--- src/rtl/rv_ctrl_pkg.sv ---
// ---------------------------------------------------------------------------
// rv_ctrl_pkg
//
// Shared definitions for the RV32I multicycle control path. The main control
// FSM and the downstream ALU control decoder both import this package, so the
// encodings of ALUOp, ALUSrcA/B, MemtoReg and PCSource live here.
//
// Contents:
//   mc_state_e  - main control FSM states (also exposed as the debug 'state')
//   OPC_*       - major opcodes dispatched on in DECODE
//   ALUOP_*     - ALUOp encodings seen by the ALU control decoder
//   SRCA_* / SRCB_* / WB_* / PCSRC_* - datapath mux select encodings
//   mc_ctrl_t   - bundle of all datapath control outputs
//   isMemOpcode - true for load/store major opcodes
// ---------------------------------------------------------------------------
package rv_ctrl_pkg;

    typedef enum logic [3:0] {
        S_FETCH  = 4'd0,
        S_DECODE = 4'd1,
        S_MEMADR = 4'd2,
        S_MEMRD  = 4'd3,
        S_MEMWB  = 4'd4,
        S_MEMWR  = 4'd5,
        S_EXEC_R = 4'd6,
        S_EXEC_I = 4'd7,
        S_ALUWB  = 4'd8,
        S_BRANCH = 4'd9,
        S_JAL    = 4'd10,
        S_TRAP   = 4'd11
    } mc_state_e;

    localparam logic [6:0] OPC_LOAD   = 7'b0000011;
    localparam logic [6:0] OPC_STORE  = 7'b0100011;
    localparam logic [6:0] OPC_RTYPE  = 7'b0110011;
    localparam logic [6:0] OPC_ITYPE  = 7'b0010011;
    localparam logic [6:0] OPC_BRANCH = 7'b1100011;
    localparam logic [6:0] OPC_JAL    = 7'b1101111;

    localparam logic [1:0] ALUOP_ADD    = 2'b00;
    localparam logic [1:0] ALUOP_SUB    = 2'b01;
    localparam logic [1:0] ALUOP_RFUNCT = 2'b10;
    localparam logic [1:0] ALUOP_IFUNCT = 2'b11;

    localparam logic [1:0] SRCA_PC    = 2'b00;
    localparam logic [1:0] SRCA_RS1   = 2'b01;
    localparam logic [1:0] SRCA_OLDPC = 2'b10;

    localparam logic [1:0] SRCB_RS2  = 2'b00;
    localparam logic [1:0] SRCB_FOUR = 2'b01;
    localparam logic [1:0] SRCB_IMM  = 2'b10;

    localparam logic [1:0] WB_ALUOUT = 2'b00;
    localparam logic [1:0] WB_MDR    = 2'b01;
    localparam logic [1:0] WB_PC     = 2'b10;

    localparam logic [1:0] PCSRC_ALU    = 2'b00;
    localparam logic [1:0] PCSRC_ALUOUT = 2'b01;

    typedef struct packed {
        logic       pcWrite;
        logic       pcWriteCond;
        logic       iorD;
        logic       memRead;
        logic       memWrite;
        logic       irWrite;
        logic       regWrite;
        logic [1:0] memtoReg;
        logic [1:0] aluSrcA;
        logic [1:0] aluSrcB;
        logic [1:0] aluOp;
        logic [1:0] pcSource;
    } mc_ctrl_t;

    function automatic logic isMemOpcode(input logic [6:0] opc);
        return (opc == OPC_LOAD) || (opc == OPC_STORE);
    endfunction

endpackage

--- src/rtl/mc_ctrl_decode.sv ---
// ---------------------------------------------------------------------------
// mc_ctrl_decode
//
// Purely combinational state -> datapath-control decoder for the multicycle
// main control FSM. Everything is a Moore decode of the state except the
// FETCH-cycle IR/PC write strobes, which fire only in the cycle memory
// actually returns the instruction.
//
// Ports:
//   state_i      in   current FSM state
//   mem_ready_i  in   memory completes the current access this cycle
//   ctrl_o       out  all datapath enables and mux selects
//
// Configuration: MC_ILLEGAL_TRAP_EN adds the TRAP state decode (all zero).
// ---------------------------------------------------------------------------
module mc_ctrl_decode
    import rv_ctrl_pkg::*;
(
    input  mc_state_e state_i,
    input  logic      mem_ready_i,
    output mc_ctrl_t  ctrl_o
);

    // Start every state from all-zero so each arm lists only what it asserts;
    // anything not mentioned for a state stays deasserted.
    always_comb begin
        ctrl_o = '0;
        case (state_i)
            S_FETCH: begin
                ctrl_o.memRead = 1'b1;
                ctrl_o.iorD    = 1'b0;
                ctrl_o.aluSrcA = SRCA_PC;
                ctrl_o.aluSrcB = SRCB_FOUR;
                ctrl_o.aluOp   = ALUOP_ADD;
                // IR capture and PC+4 update only when the fetch completes,
                // so a stalled fetch never corrupts the PC.
                ctrl_o.irWrite  = mem_ready_i;
                ctrl_o.pcWrite  = mem_ready_i;
                ctrl_o.pcSource = PCSRC_ALU;
            end
            S_DECODE: begin
                // Speculative branch/jump target (oldPC + imm) into ALUOut.
                ctrl_o.aluSrcA = SRCA_OLDPC;
                ctrl_o.aluSrcB = SRCB_IMM;
                ctrl_o.aluOp   = ALUOP_ADD;
            end
            S_MEMADR: begin
                ctrl_o.aluSrcA = SRCA_RS1;
                ctrl_o.aluSrcB = SRCB_IMM;
                ctrl_o.aluOp   = ALUOP_ADD;
            end
            S_MEMRD: begin
                ctrl_o.memRead = 1'b1;
                ctrl_o.iorD    = 1'b1;
            end
            S_MEMWB: begin
                ctrl_o.regWrite = 1'b1;
                ctrl_o.memtoReg = WB_MDR;
            end
            S_MEMWR: begin
                ctrl_o.memWrite = 1'b1;
                ctrl_o.iorD     = 1'b1;
            end
            S_EXEC_R: begin
                ctrl_o.aluSrcA = SRCA_RS1;
                ctrl_o.aluSrcB = SRCB_RS2;
                ctrl_o.aluOp   = ALUOP_RFUNCT;
            end
            S_EXEC_I: begin
                ctrl_o.aluSrcA = SRCA_RS1;
                ctrl_o.aluSrcB = SRCB_IMM;
                ctrl_o.aluOp   = ALUOP_IFUNCT;
            end
            S_ALUWB: begin
                ctrl_o.regWrite = 1'b1;
                ctrl_o.memtoReg = WB_ALUOUT;
            end
            S_BRANCH: begin
                // rs1 - rs2; the zero flag qualifies PCWriteCond and the
                // target computed in DECODE comes from ALUOut.
                ctrl_o.aluSrcA     = SRCA_RS1;
                ctrl_o.aluSrcB     = SRCB_RS2;
                ctrl_o.aluOp       = ALUOP_SUB;
                ctrl_o.pcWriteCond = 1'b1;
                ctrl_o.pcSource    = PCSRC_ALUOUT;
            end
            S_JAL: begin
                // Link register gets the already-incremented PC while the PC
                // takes the jump target held in ALUOut.
                ctrl_o.regWrite = 1'b1;
                ctrl_o.memtoReg = WB_PC;
                ctrl_o.pcWrite  = 1'b1;
                ctrl_o.pcSource = PCSRC_ALUOUT;
            end
`ifdef MC_ILLEGAL_TRAP_EN
            S_TRAP: begin
                ctrl_o = '0;
            end
`endif
            default: begin
                ctrl_o = '0;
            end
        endcase
    end

endmodule

--- src/rtl/mc_main_ctrl.sv ---
// ---------------------------------------------------------------------------
// mc_main_ctrl
//
// Multicycle main control FSM for the RV32I core. Each instruction walks
// FETCH -> DECODE -> (execute/memory) -> write-back, with FETCH, MEMRD and
// MEMWR stalling on the shared memory's ready handshake.
//
// Parameters:
//   ILLEGAL_OPC_Q  1: 'illegal' stays set until reset once the FSM traps.
//
// Configuration macro:
//   MC_ILLEGAL_TRAP_EN  defined   - unknown opcode parks the FSM in TRAP until
//                                   reset, 'illegal' asserted, not retired.
//                       undefined - unknown opcode retires as a NOP with a
//                                   one-cycle 'illegal' pulse (in the cycle
//                                   after DECODE); TRAP is never entered.
//
// Ports:
//   clk, rst_n     clock, asynchronous active-low reset
//   opcode         instruction register bits [6:0]
//   mem_ready      memory completes the current access this cycle
//   PCWrite .. RegWrite, MemtoReg, ALUSrcA, ALUSrcB, ALUOp, PCSource
//                  datapath controls (decoded by mc_ctrl_decode)
//   illegal        unknown opcode seen
//   instret        retired-instruction count (wraps)
//   state          current FSM state, for debug
// ---------------------------------------------------------------------------
module mc_main_ctrl
    import rv_ctrl_pkg::*;
#(
    parameter bit ILLEGAL_OPC_Q = 1'b1
)
(
    input  logic        clk,
    input  logic        rst_n,
    input  logic [6:0]  opcode,
    input  logic        mem_ready,
    output logic        PCWrite,
    output logic        PCWriteCond,
    output logic        IorD,
    output logic        MemRead,
    output logic        MemWrite,
    output logic        IRWrite,
    output logic        RegWrite,
    output logic [1:0]  MemtoReg,
    output logic [1:0]  ALUSrcA,
    output logic [1:0]  ALUSrcB,
    output logic [1:0]  ALUOp,
    output logic [1:0]  PCSource,
    output logic        illegal,
    output logic [31:0] instret,
    output logic [3:0]  state
);

    mc_state_e   state_q;
    mc_state_e   state_d;
    logic [31:0] instret_q;
    logic [31:0] instret_d;
    logic        illegal_q;
    logic        illegal_d;
    logic        illegalSeen;
    logic        retire;
    mc_ctrl_t    ctrl;

    // Next-state logic. mem_ready only matters in the three memory-access
    // states; everywhere else the FSM advances unconditionally.
    always_comb begin
        state_d     = state_q;
        illegalSeen = 1'b0;
        case (state_q)
            S_FETCH: begin
                if (mem_ready) begin
                    state_d = S_DECODE;
                end
            end
            S_DECODE: begin
                case (opcode)
                    OPC_LOAD,
                    OPC_STORE:  state_d = S_MEMADR;
                    OPC_RTYPE:  state_d = S_EXEC_R;
                    OPC_ITYPE:  state_d = S_EXEC_I;
                    OPC_BRANCH: state_d = S_BRANCH;
                    OPC_JAL:    state_d = S_JAL;
                    default: begin
                        illegalSeen = 1'b1;
`ifdef MC_ILLEGAL_TRAP_EN
                        state_d = S_TRAP;
`else
                        state_d = S_FETCH;
`endif
                    end
                endcase
            end
            S_MEMADR: begin
                state_d = (opcode == OPC_STORE) ? S_MEMWR : S_MEMRD;
            end
            S_MEMRD: begin
                if (mem_ready) begin
                    state_d = S_MEMWB;
                end
            end
            S_MEMWB: begin
                state_d = S_FETCH;
            end
            S_MEMWR: begin
                if (mem_ready) begin
                    state_d = S_FETCH;
                end
            end
            S_EXEC_R,
            S_EXEC_I: begin
                state_d = S_ALUWB;
            end
            S_ALUWB,
            S_BRANCH,
            S_JAL: begin
                state_d = S_FETCH;
            end
`ifdef MC_ILLEGAL_TRAP_EN
            S_TRAP: begin
                state_d = S_TRAP;
            end
`endif
            default: begin
                state_d = S_FETCH;
            end
        endcase
    end

    // An instruction retires exactly when the FSM re-enters FETCH from any
    // other state; a stalled FETCH does not count. The adder wraps naturally.
    always_comb begin
        retire    = (state_d == S_FETCH) && (state_q != S_FETCH);
        instret_d = instret_q + {31'd0, retire};
    end

    // 'illegal' is raised by the dispatch that saw the unknown opcode. Only
    // the TRAP state can keep it set, so in the NOP build it is a single
    // cycle pulse.
    always_comb begin
        illegal_d = illegalSeen
                  | (ILLEGAL_OPC_Q && illegal_q && (state_q == S_TRAP));
    end

    // State, retire counter and illegal flag. Reset is asynchronous so the
    // decoded write enables drop as soon as rst_n falls.
    always_ff @(posedge clk or negedge rst_n) begin
        if (!rst_n) begin
            state_q   <= S_FETCH;
            instret_q <= '0;
            illegal_q <= 1'b0;
        end else begin
            state_q   <= state_d;
            instret_q <= instret_d;
            illegal_q <= illegal_d;
        end
    end

    mc_ctrl_decode uDecode (
        .state_i     (state_q),
        .mem_ready_i (mem_ready),
        .ctrl_o      (ctrl)
    );

    assign PCWrite     = ctrl.pcWrite;
    assign PCWriteCond = ctrl.pcWriteCond;
    assign IorD        = ctrl.iorD;
    assign MemRead     = ctrl.memRead;
    assign MemWrite    = ctrl.memWrite;
    assign IRWrite     = ctrl.irWrite;
    assign RegWrite    = ctrl.regWrite;
    assign MemtoReg    = ctrl.memtoReg;
    assign ALUSrcA     = ctrl.aluSrcA;
    assign ALUSrcB     = ctrl.aluSrcB;
    assign ALUOp       = ctrl.aluOp;
    assign PCSource    = ctrl.pcSource;
    assign illegal     = illegal_q;
    assign instret     = instret_q;
    assign state       = state_q;

endmodule

--- config.mk ---
export PLATFORM = sky130hd
export DESIGN_NAME = mc_main_ctrl
export DESIGN_NICKNAME = d
export VERILOG_FILES = /design/src/rtl/rv_ctrl_pkg.sv /design/src/rtl/mc_ctrl_decode.sv /design/src/rtl/mc_main_ctrl.sv
export SDC_FILE = /design/constraint.sdc
export NUM_CORES = 1
export LEC_CHECK = 0
export CORE_ASPECT_RATIO = 0.9
export CORE_MARGIN = 2
export CORE_UTILIZATION = 45
export CTS_BUF_LIST = sky130_fd_sc_hd__clkbuf_16
export CTS_CLUSTER_SIZE = 20
export DETAILED_ROUTE_END_ITERATION = 12
export DONT_BUFFER_PORTS = 1
export PLACE_DENSITY = 0.71
export SETUP_SLACK_MARGIN = 0.15
export SYNTH_ARGS = -nofsm -noshare
export SYNTH_HDL_FRONTEND = slang
export SYNTH_SLANG_ARGS = --single-unit
export TNS_END_PERCENT = 20
--- constraint.sdc ---
create_clock -name clk -period 3.65 [get_ports clk]
set_input_delay 0.73 -clock clk [delete_from_list [all_inputs] [get_ports clk]]
set_output_delay 0.73 -clock clk [all_outputs]
set_load 0.03 [all_outputs]
==> results of run 1 <==
[through the flow]
stage | worst slack (ps) | std cells | total power [uW] | hold slack (ps) | cell area [um^2]
final | 554 | 268 | 1210 | 154 | 2380
after global routing | 292 | 268 | 1270 | 143 | 2380
after CTS | 504 | 268 | 1220 | 147 | 2380
after detailed placement | 434 | 260 | 833 | 435 | 2240
after global placement | 540 | 260 | 830 | 435 | 2240
after floorplan | 355 | 200 | 776 | 434 | 2160
[how the worst max path moves through the flow]
stage / to / slack [ps] / cells past startpoint
floorplan: PCWrite / 360 / 4
global placement: instret[18] / 540 / 10
detailed placement: instret[18] / 430 / 10
CTS: instret[22] / 500 / 10
global route: instret[22] / 290 / 10
finish: instret[22] / 550 / 10
[kinds of logic after synthesis]
kind of cell,share of synthesized area [%]
flops,42.9
buf+inv,2.90
fa+ha+maj,1.16
compound gates,5.97
xor+xnor,13.0
other cells,0.174
simple gates,34.0
[metal layers]
| layer | wire length [um] | vias up |
|---|---|---|
| li1 | - | 721 |
| met3 | 304 | 2 |
| met2 | 1980 | 47 |
| met4 | 27 | 0 |
| met5 | 0 | - |
| met1 | 2030 | 707 |
[critical path: cells and delay by family, from the launching register on]
kind	cells	cell delay [ps]
and+or+nand+nor	6	1450
DFF	1	840
adders and majority gates	2	420
xor gates and xnor gates	1	190
AOI/OAI and AO/OA	1	110
[cells in the mapped netlist (2+ instances only)]
cell type and count:
nand3b_1 3, nand3_4 2, nand4_1 3, nand2_1 13, nor4_4 2, and2_1 3, and3b_1 2, and4_1 4
o22ai_1 2, nor3_1 8, ha_1 2, buf_2 2, clkbuf_1 2, nand4bb_1 2, a21oi_1 5, inv_1 6
nand2b_1 7, dfrtp_1 37, xnor2_1 15, xor2_1 17, o21ai_0 4, nand4_4 2, nor2b_1 2, nor3b_1 3
nand3_1 8, and4_4 3, and3_1 3, nor4_2 7, nor2_1 14
[layout make-up]
cell class	instances	area share (%)
Multi-Input combinational cell	150	49.5
Sequential cell	37	38.9
Clock buffer	5	5.26
Tap cell	62	3.26
Timing Repair Buffer	5	1.58
Inverter	6	0.947
Clock inverter	3	0.474
[sequential cells by signal, indices dropped and copies added, names as in the netlist]
register	cells
instret	32
state	4
illegal	1
[report_power, final]
part	switching (uW)	total [uW]	internal [uW]	leakage, uW
Combinational	125	216	90.4	0.000535
Sequential	157	607	450	0.000482
Clock	140	385	245	0.0000776
==> flow_metrics.tcl, run 1 <==
set metrics [dict create \
    clock_sinks 37 \
    antenna_cells 0 \
    chipHeight_um 69.7 \
    start_util_pct 47.5 \
    top_level_ports 64 \
    final_util_pct 52.3 \
    post-route-min-period_ps 3100 \
    post_synth_num_cell_types 46 \
    grt.met3_usage_pct 5.60 \
    vias 1477 \
    cp_common_cell "ha_1" \
    syn2layout_area_growth_pct 10.1 \
    drtAntennaViolNets 0 \
    die_w_um 77.0 \
    relSlewSlack_pct 40.3 \
    place.gp.congestion 0.875 \
    slowest_delay_ps 840 \
    synth_nets 212 \
    cts.htree.levels 2 \
    cts.reportedPaths.clkPinSlew_ps 50 \
    fmax_ghz 0.323 \
    rsz0062_at_grt "no" \
    period_share_pct 84.8 \
    hpwlAfterDp_mm 3.16 \
    min_path_type "primary input to asynchronous set/reset pin" \
    hold_viol 0 \
    layout_common_cells "dfrtp_1 (37), xor2_1 (17), xnor2_1 (15)" \
    coreArea_um2 4550 \
    gr-usage-met2_pct 25.9 \
    globalRouteOverflowTotal 0 \
    synth_warnings 0 \
    grt_pass1_wl_mm 7.23 \
    ir_drop_v 0.000224 \
    yosys-top-cells-area "dfrtp_1 (43%), xor2_1 (6.9%), xnor2_1 (6.1%), nor4_2 (4.1%), nor2_1 (2.4%)" \
    pwr_density_cell_nw_per_um2 508 \
    cp_slowest_cell "dfrtp_1" \
    multi_input_comb_area_um2 1180 \
    firstDrtPassIters 4 \
    seq_area_um2 926 \
    synth_seq_cells 37 \
    p_leak_uw 0.00109 \
    cap_viol_max_count 0 \
    ctsHoldBuffers 0 \
    skew_ps 1.17 \
    nets 217 \
    drive_gt1_share_pct 17.0 \
    ys_seq_area_share_pct 42.9 \
    fp-row-count 23 \
    drc 0 \
    drt-initial-drc-count 63 \
    tightest_slew_ps 888 \
    grt_max_degree 38 \
    cts-resized-gates 0 \
    yosysTopAreaCell "dfrtp_1" \
    grt_usage_pct 16.6 \
    fillers 437 \
    synth_edf_count 0 \
    met1_usage_pct 22.2 \
    wl_per_cell_um 16.2 \
    crit_fanout 15 \
    r2r-end "instret[22]" \
    postCtsSetupRepairBufs 0 \
    first_global_vias 1436 \
    syn_inst 200 \
    start_kind "flop" \
    cts_buffers 5 \
    arrival_ps 3280 \
    io_buffers 0 \
    die_area_um2 5370 \
    final_common_cell "dfrtp_1" \
    netlist_area_um2 2160 \
    path_cells "nor2b_1, or3b_2, o211ai_2, nor4_2, ha_1, ha_1, and4_1, nand4_4, nor3_1, xor2_1" \
    rr_worst_depth 10 \
    rr_startpoint "state[2]" \
    required_ps 3830 \
    setup_viol 0 \
    worstSetupStartpoint "state[2]" \
    synth_top_area_share_pct 42.9 \
    end_kind "flop" \
    setup_tns_ps 0 \
    cts_tree "done" \
    ys.flop_type "dfrtp_1" \
    status "completed" \
    slew_violations 0 \
    r2r_slack_ps 550 \
    cts_root_buf "clkbuf_16" \
    syn_area_per_cell_um2 10.8 \
    max-clock-path-buffers 2 \
    grt_antenna_before_repair 0 \
    clk_latency_ps 270 \
    path_class "flop to flop" \
    viasPerCell 5.51 \
    top_usage_layer "met2" \
    synthArstFlopShare_pct 100 \
    wl_mm 4.34 \
]
Power figures use the tool's default switching activity.
==> run 2, diff against run 1 <==
- clock period: 3.65 -> 2.85 ns (I/O delays scaled with it)
==> run 2 against run 1 <==
Combinational power rose by 67%. Clock power grew 30%. Setup slack worse by 380 ps. Critical path type unchanged. Via count rose by 3.5%. First-iteration DRC count rose by 110%. Non-clock buffer count grew 14. Sequential cell count unchanged. Critical path depth grew 1.
==> flow_metrics.tcl, run 2 (synthesis results as in run 1) <==
set metrics [dict create \
    rr_startpoint "state[3]" \
    antenna_cells 0 \
    pwr_density_cell_nw_per_um2 624 \
    fmax_ghz 0.374 \
    tightest_slew_ps 645 \
    arrival_ps 2810 \
    drtAntennaViolNets 0 \
    slew_violations 0 \
    final_common_cell "dfrtp_1" \
    r2r-end "instret[10]" \
    clock_sinks 37 \
    start_util_pct 47.5 \
    start_kind "flop" \
    grt_usage_pct 16.5 \
    wl_mm 4.65 \
    drc 0 \
    required_ps 2990 \
    grt_pass1_wl_mm 7.12 \
    vias 1528 \
    drive_gt1_share_pct 29.0 \
    top_level_ports 64 \
    placed_area_um2 2350 \
    place.gp.congestion 0.790 \
    coreArea_um2 4550 \
    clk_latency_ps 270 \
    hpwlAfterDp_mm 3.28 \
    min_path_type "primary input to asynchronous set/reset pin" \
    layout_common_cells "dfrtp_1 (34), xor2_1 (17), buf_4 (16)" \
    p_leak_uw 0.00125 \
    max-clock-path-buffers 2 \
    relSlewSlack_pct 57.0 \
    r2r_slack_ps 180 \
    crit_fanout 13 \
    cap_viol_max_count 0 \
    finalInstanceArea_um2 2630 \
    whs_ps 129 \
    path_class "flop to flop" \
    layout_setup_ws_ps 177 \
    setup_viol 0 \
    cts.reportedPaths.clkPinSlew_ps 50 \
    rsz0062_at_grt "yes" \
    ir_drop_v 0.000352 \
    cts.htree.levels 2 \
    final_util_pct 57.8 \
    status "completed" \
    hold_viol 0 \
    die_area_um2 5370 \
    die_w_um 77.0 \
    cts_tree "done" \
    skew_ps 5.11 \
    cts_buffers 5 \
    viasPerCell 5.40 \
    wl_per_cell_um 16.4 \
    grt_max_degree 38 \
    end_kind "flop" \
    fp-row-count 23 \
    syn2layout_area_growth_pct 21.7 \
    largest_register_ffs 32 \
    nets 232 \
    period_share_pct 93.8 \
    firstDrtPassIters 4 \
    io_buffers 0 \
    worstSetupStartpoint "state[3]" \
    chipHeight_um 69.7 \
    drt-initial-drc-count 132 \
    post-route-min-period_ps 2670 \
    post-place-ws_ps -67.0 \
    rr_worst_depth 11 \
    grt_antenna_before_repair 0 \
    cts_root_buf "clkbuf_16" \
    first_global_vias 1373 \
    globalRouteOverflowTotal 0 \
]
run 2: stage by stage:
stage          instances  TNS (ps)  power (uW)
2_1_floorplan        200         0        1010
3_3_place_gp         270         0        1110
3_5_place_dp         270      -297        1120
4_1_cts              279         0        1640
5_1_grt              283         0        1720
6_report             283         0        1640
run 2: per-layer routing:
layer  wire (um)  up-vias  share of wire [%]  GRT usage (%)
met1        2220      729                 48           24.1
met3         277        6                6.0           6.12
met5           0        -                  0              0
met2        2110       38                 45           23.2
li1            -      755                  -              -
met4          44        0               0.95           4.17
run 2: cell type report:
cell class / count / area [um^2]
Sequential cell: 37 / 932
Inverter: 6 / 22.5
Timing Repair Buffer: 19 / 156
Tap cell: 62 / 77.6
Fill cell: 400 / 1920
Clock inverter: 3 / 11.3
Multi-Input combinational cell: 151 / 1300
Clock buffer: 5 / 125
run 2: how the worst max path moves through the flow:
| stage | end | slack [ps] | cells after the start |
|---|---|---|---|
| 2_1_floorplan | instret[24] | 110 | 10 |
| 3_3_place_gp | instret[24] | 70 | 10 |
| 3_5_place_dp | instret[27] | -70 | 9 |
| 4_1_cts | instret[24] | 170 | 10 |
| 5_1_grt | instret[18] | 30 | 10 |
| 6_report | instret[10] | 180 | 11 |
run 2: repair_timing:
item,in CTS,in global routing
gates cloned,0,1
hold endpoints to repair,37,0
setup buffers,0,3
pin swaps,0,9
endpoints found under the setup margin,19,20
resized for setup,2,17
hold buffers,1,0
run 2: worst max-delay path, stage by stage (launching register included):
cell      delay [ps]
dfrtp_4          580
nand2b_1         190
or3b_2           490
o211ai_2         110
nor4_2            80
ha_2             220
ha_4             170
and4_4           200
buf_4            140
nand2_4          130
nor2_1            70
xor2_1           150
run 2: report_power, final:
part           leakage [uW]  total, uW  switching (uW)  internal [uW]
Clock             0.0000738        502             188            314
Combinational      0.000703        360             204            156
Sequential         0.000477        779             202            577
==> run 3, diff against run 2 <==
- CORE_ASPECT_RATIO: 0.9 -> 0.5
- SLEW_MARGIN: not set -> 15
- SYNTH_HIERARCHICAL: not set -> 1
==> run 3 against run 2 <==
Register-to-register slack barely moved. Setup slack got worse by 14 ps. Sequential power fell by 6.7%. First-iteration DRC count fell by 42%. Non-clock buffer count rose by 9. Synthesized cell count fell by 0.50%. Global-route usage rose by 2.0 points. Die area fell by 2.8%. Final cell count rose by 0.71%. Worst hold slack got worse by 3.5 ps. Critical path type unchanged. Largest power group unchanged.
==> flow_metrics.tcl, run 3 <==
set metrics [dict create \
    seq_area_um2 931 \
    period_share_pct 94.3 \
    cts_buffers 5 \
    die_area_um2 5220 \
    chipHeight_um 52.1 \
    final_util_pct 57.8 \
    yosysTopAreaCell "dfrtp_1" \
    post-route-min-period_ps 2690 \
    cts_tree "done" \
    vias 1574 \
    cts.htree.levels 2 \
    die_w_um 100 \
    r2r-end "instret[12]" \
    path_class "flop to flop" \
    cts_root_buf "clkbuf_16" \
    firstDrtPassIters 4 \
    grt_usage_pct 18.5 \
    pwr_density_cell_nw_per_um2 597 \
    dp.cells 269 \
    p_leak_uw 0.00113 \
    wl_mm 4.45 \
    place.gp.congestion 0.870 \
    required_ps 3000 \
    max-clock-path-buffers 2 \
    syn_area_per_cell_um2 10.5 \
    setup_viol 0 \
    synth_nets 211 \
    rsz0062_at_grt "yes" \
    fmax_ghz 0.372 \
    drc 0 \
    crit_fanout 8 \
    whs_ps 125 \
    fillers 359 \
    ys.flop_type "dfrtp_1" \
    io_buffers 0 \
    viasPerCell 5.52 \
    end_kind "flop" \
    start_util_pct 47.1 \
    synthArstFlopShare_pct 100 \
    min_path_type "primary input to asynchronous set/reset pin" \
    setup_tns_ps 0 \
    tightest_slew_ps 677 \
    clock_sinks 37 \
    drt-initial-drc-count 76 \
    final_common_cell "dfrtp_1" \
    syn2layout_area_growth_pct 22.8 \
    syn_inst 199 \
    drtAntennaViolNets 0 \
    ir_drop_v 0.000280 \
    cts.reportedPaths.clkPinSlew_ps 50 \
    post_synth_num_cell_types 52 \
    largest_register_ffs 32 \
    grt_max_degree 38 \
    antenna_cells 0 \
    relSlewSlack_pct 55.0 \
    netlist_area_um2 2080 \
    hpwlAfterDp_mm 3.16 \
    final_cells 285 \
    synth_commonest_cells "dfrtp_1 (37), xnor2_1 (23), nand2_1 (18)" \
    hold_viol 0 \
    globalRouteOverflowTotal 0 \
    grt_pass1_wl_mm 7.45 \
    nets 239 \
    coreArea_um2 4420 \
    synth_warnings 6 \
    rr_startpoint "state[1]" \
    layout_common_cells "dfrtp_1 (33), buf_4 (27), xnor2_1 (23)" \
    skew_ps 5.33 \
    arrival_ps 2830 \
    yosys-top-cells-area "dfrtp_1 (44%), xnor2_1 (9.7%), xor2_1 (3.8%), nand2_1 (3.2%), nand3_1 (3.1%)" \
    rr_worst_depth 12 \
    cap_viol_max_count 0 \
    status "completed" \
    grt_antenna_before_repair 0 \
    slew_violations 0 \
    synth_seq_cells 37 \
    top_level_ports 64 \
    wl_per_cell_um 15.6 \
    clk_latency_ps 280 \
    synth_top_area_share_pct 44.5 \
    multi_input_comb_area_um2 1160 \
    r2r_slack_ps 160 \
    yosysMostFrequentCell "dfrtp_1" \
    ys_seq_area_share_pct 44.5 \
    fp-row-count 17 \
    start_kind "flop" \
    first_global_vias 1532 \
    drive_gt1_share_pct 29.4 \
    synth_edf_count 0 \
]
[run 3: cells by family after synthesis]
kind of cell / after synthesis / share of synthesized area [%]
DFF: 37 / 44.5
AOI/OAI and AO/OA: 20 / 7.45
xor gates and xnor gates: 32 / 13.5
other: 1 / 0.180
adders and majority gates: 2 / 1.20
and+or+nand+nor: 98 / 29.9
buffers and inverters: 9 / 3.37
[run 3: power breakdown]
group / internal [uW] / total, uW / switching (uW)
logic: 88.8 / 194 / 105
clock network: 409 / 607 / 198
registers: 569 / 727 / 158
total: 1070 / 1530 / 461
[run 3: metrics by stage]
step                instance area, um^2  total power [uW]  setup WS (ps)
floorplan                          2150               849            110
global placement                   2310               897           23.3
detailed placement                 2310               905          -48.2
CTS                                2540              1550            145
global route                       2560              1590          0.706
finish                             2560              1530            163
[run 3: worst max path at each step]
stage          startpoint  cells after the start           to  slack [ps]
3_5_place_dp    opcode[3]                     11  instret[26]         -50
4_1_cts          state[0]                     12  instret[26]         140
3_3_place_gp    opcode[3]                     10  instret[31]          20
2_1_floorplan    state[1]                     13  instret[26]         110
5_1_grt          state[0]                     11  instret[29]         0.7
6_report         state[1]                     12  instret[12]         160
[run 3: layout make-up]
cell class / instances / share of cell area [%]
inverter: 2 / 0.294
sequential: 37 / 36.4
clock buffer: 5 / 4.89
clock inverter: 3 / 1.61
multi-input combinational: 153 / 45.3
timing repair buffer: 28 / 8.71
tap: 57 / 2.79
[run 3: timing repair]
item	CTS	global route
pin swaps	7	1
resized for setup	0	3
hold buffers	1	0
endpoints found under the setup margin	12	14
endpoints found under the hold margin	37	0
buffers inserted	7	0
[run 3: worst max-delay path, cell delays in order (launching register included)]
cell and delay, ps:
dfrtp_2 450, nor2b_1 240, nand4_1 170, a211oi_1 460, nor4_2 100, ha_2 230, ha_4 160, and4_4 200
buf_4 150, nand3_2 100, nor2_4 40, buf_4 120, xor2_1 130
[run 3: layer usage]
layer / track usage (%) / wire length, um
met1: 22.8 / 1950
met2: 30.2 / 2120
met3: 6.85 / 315
met4: 6.62 / 62
met5: 0 / 0
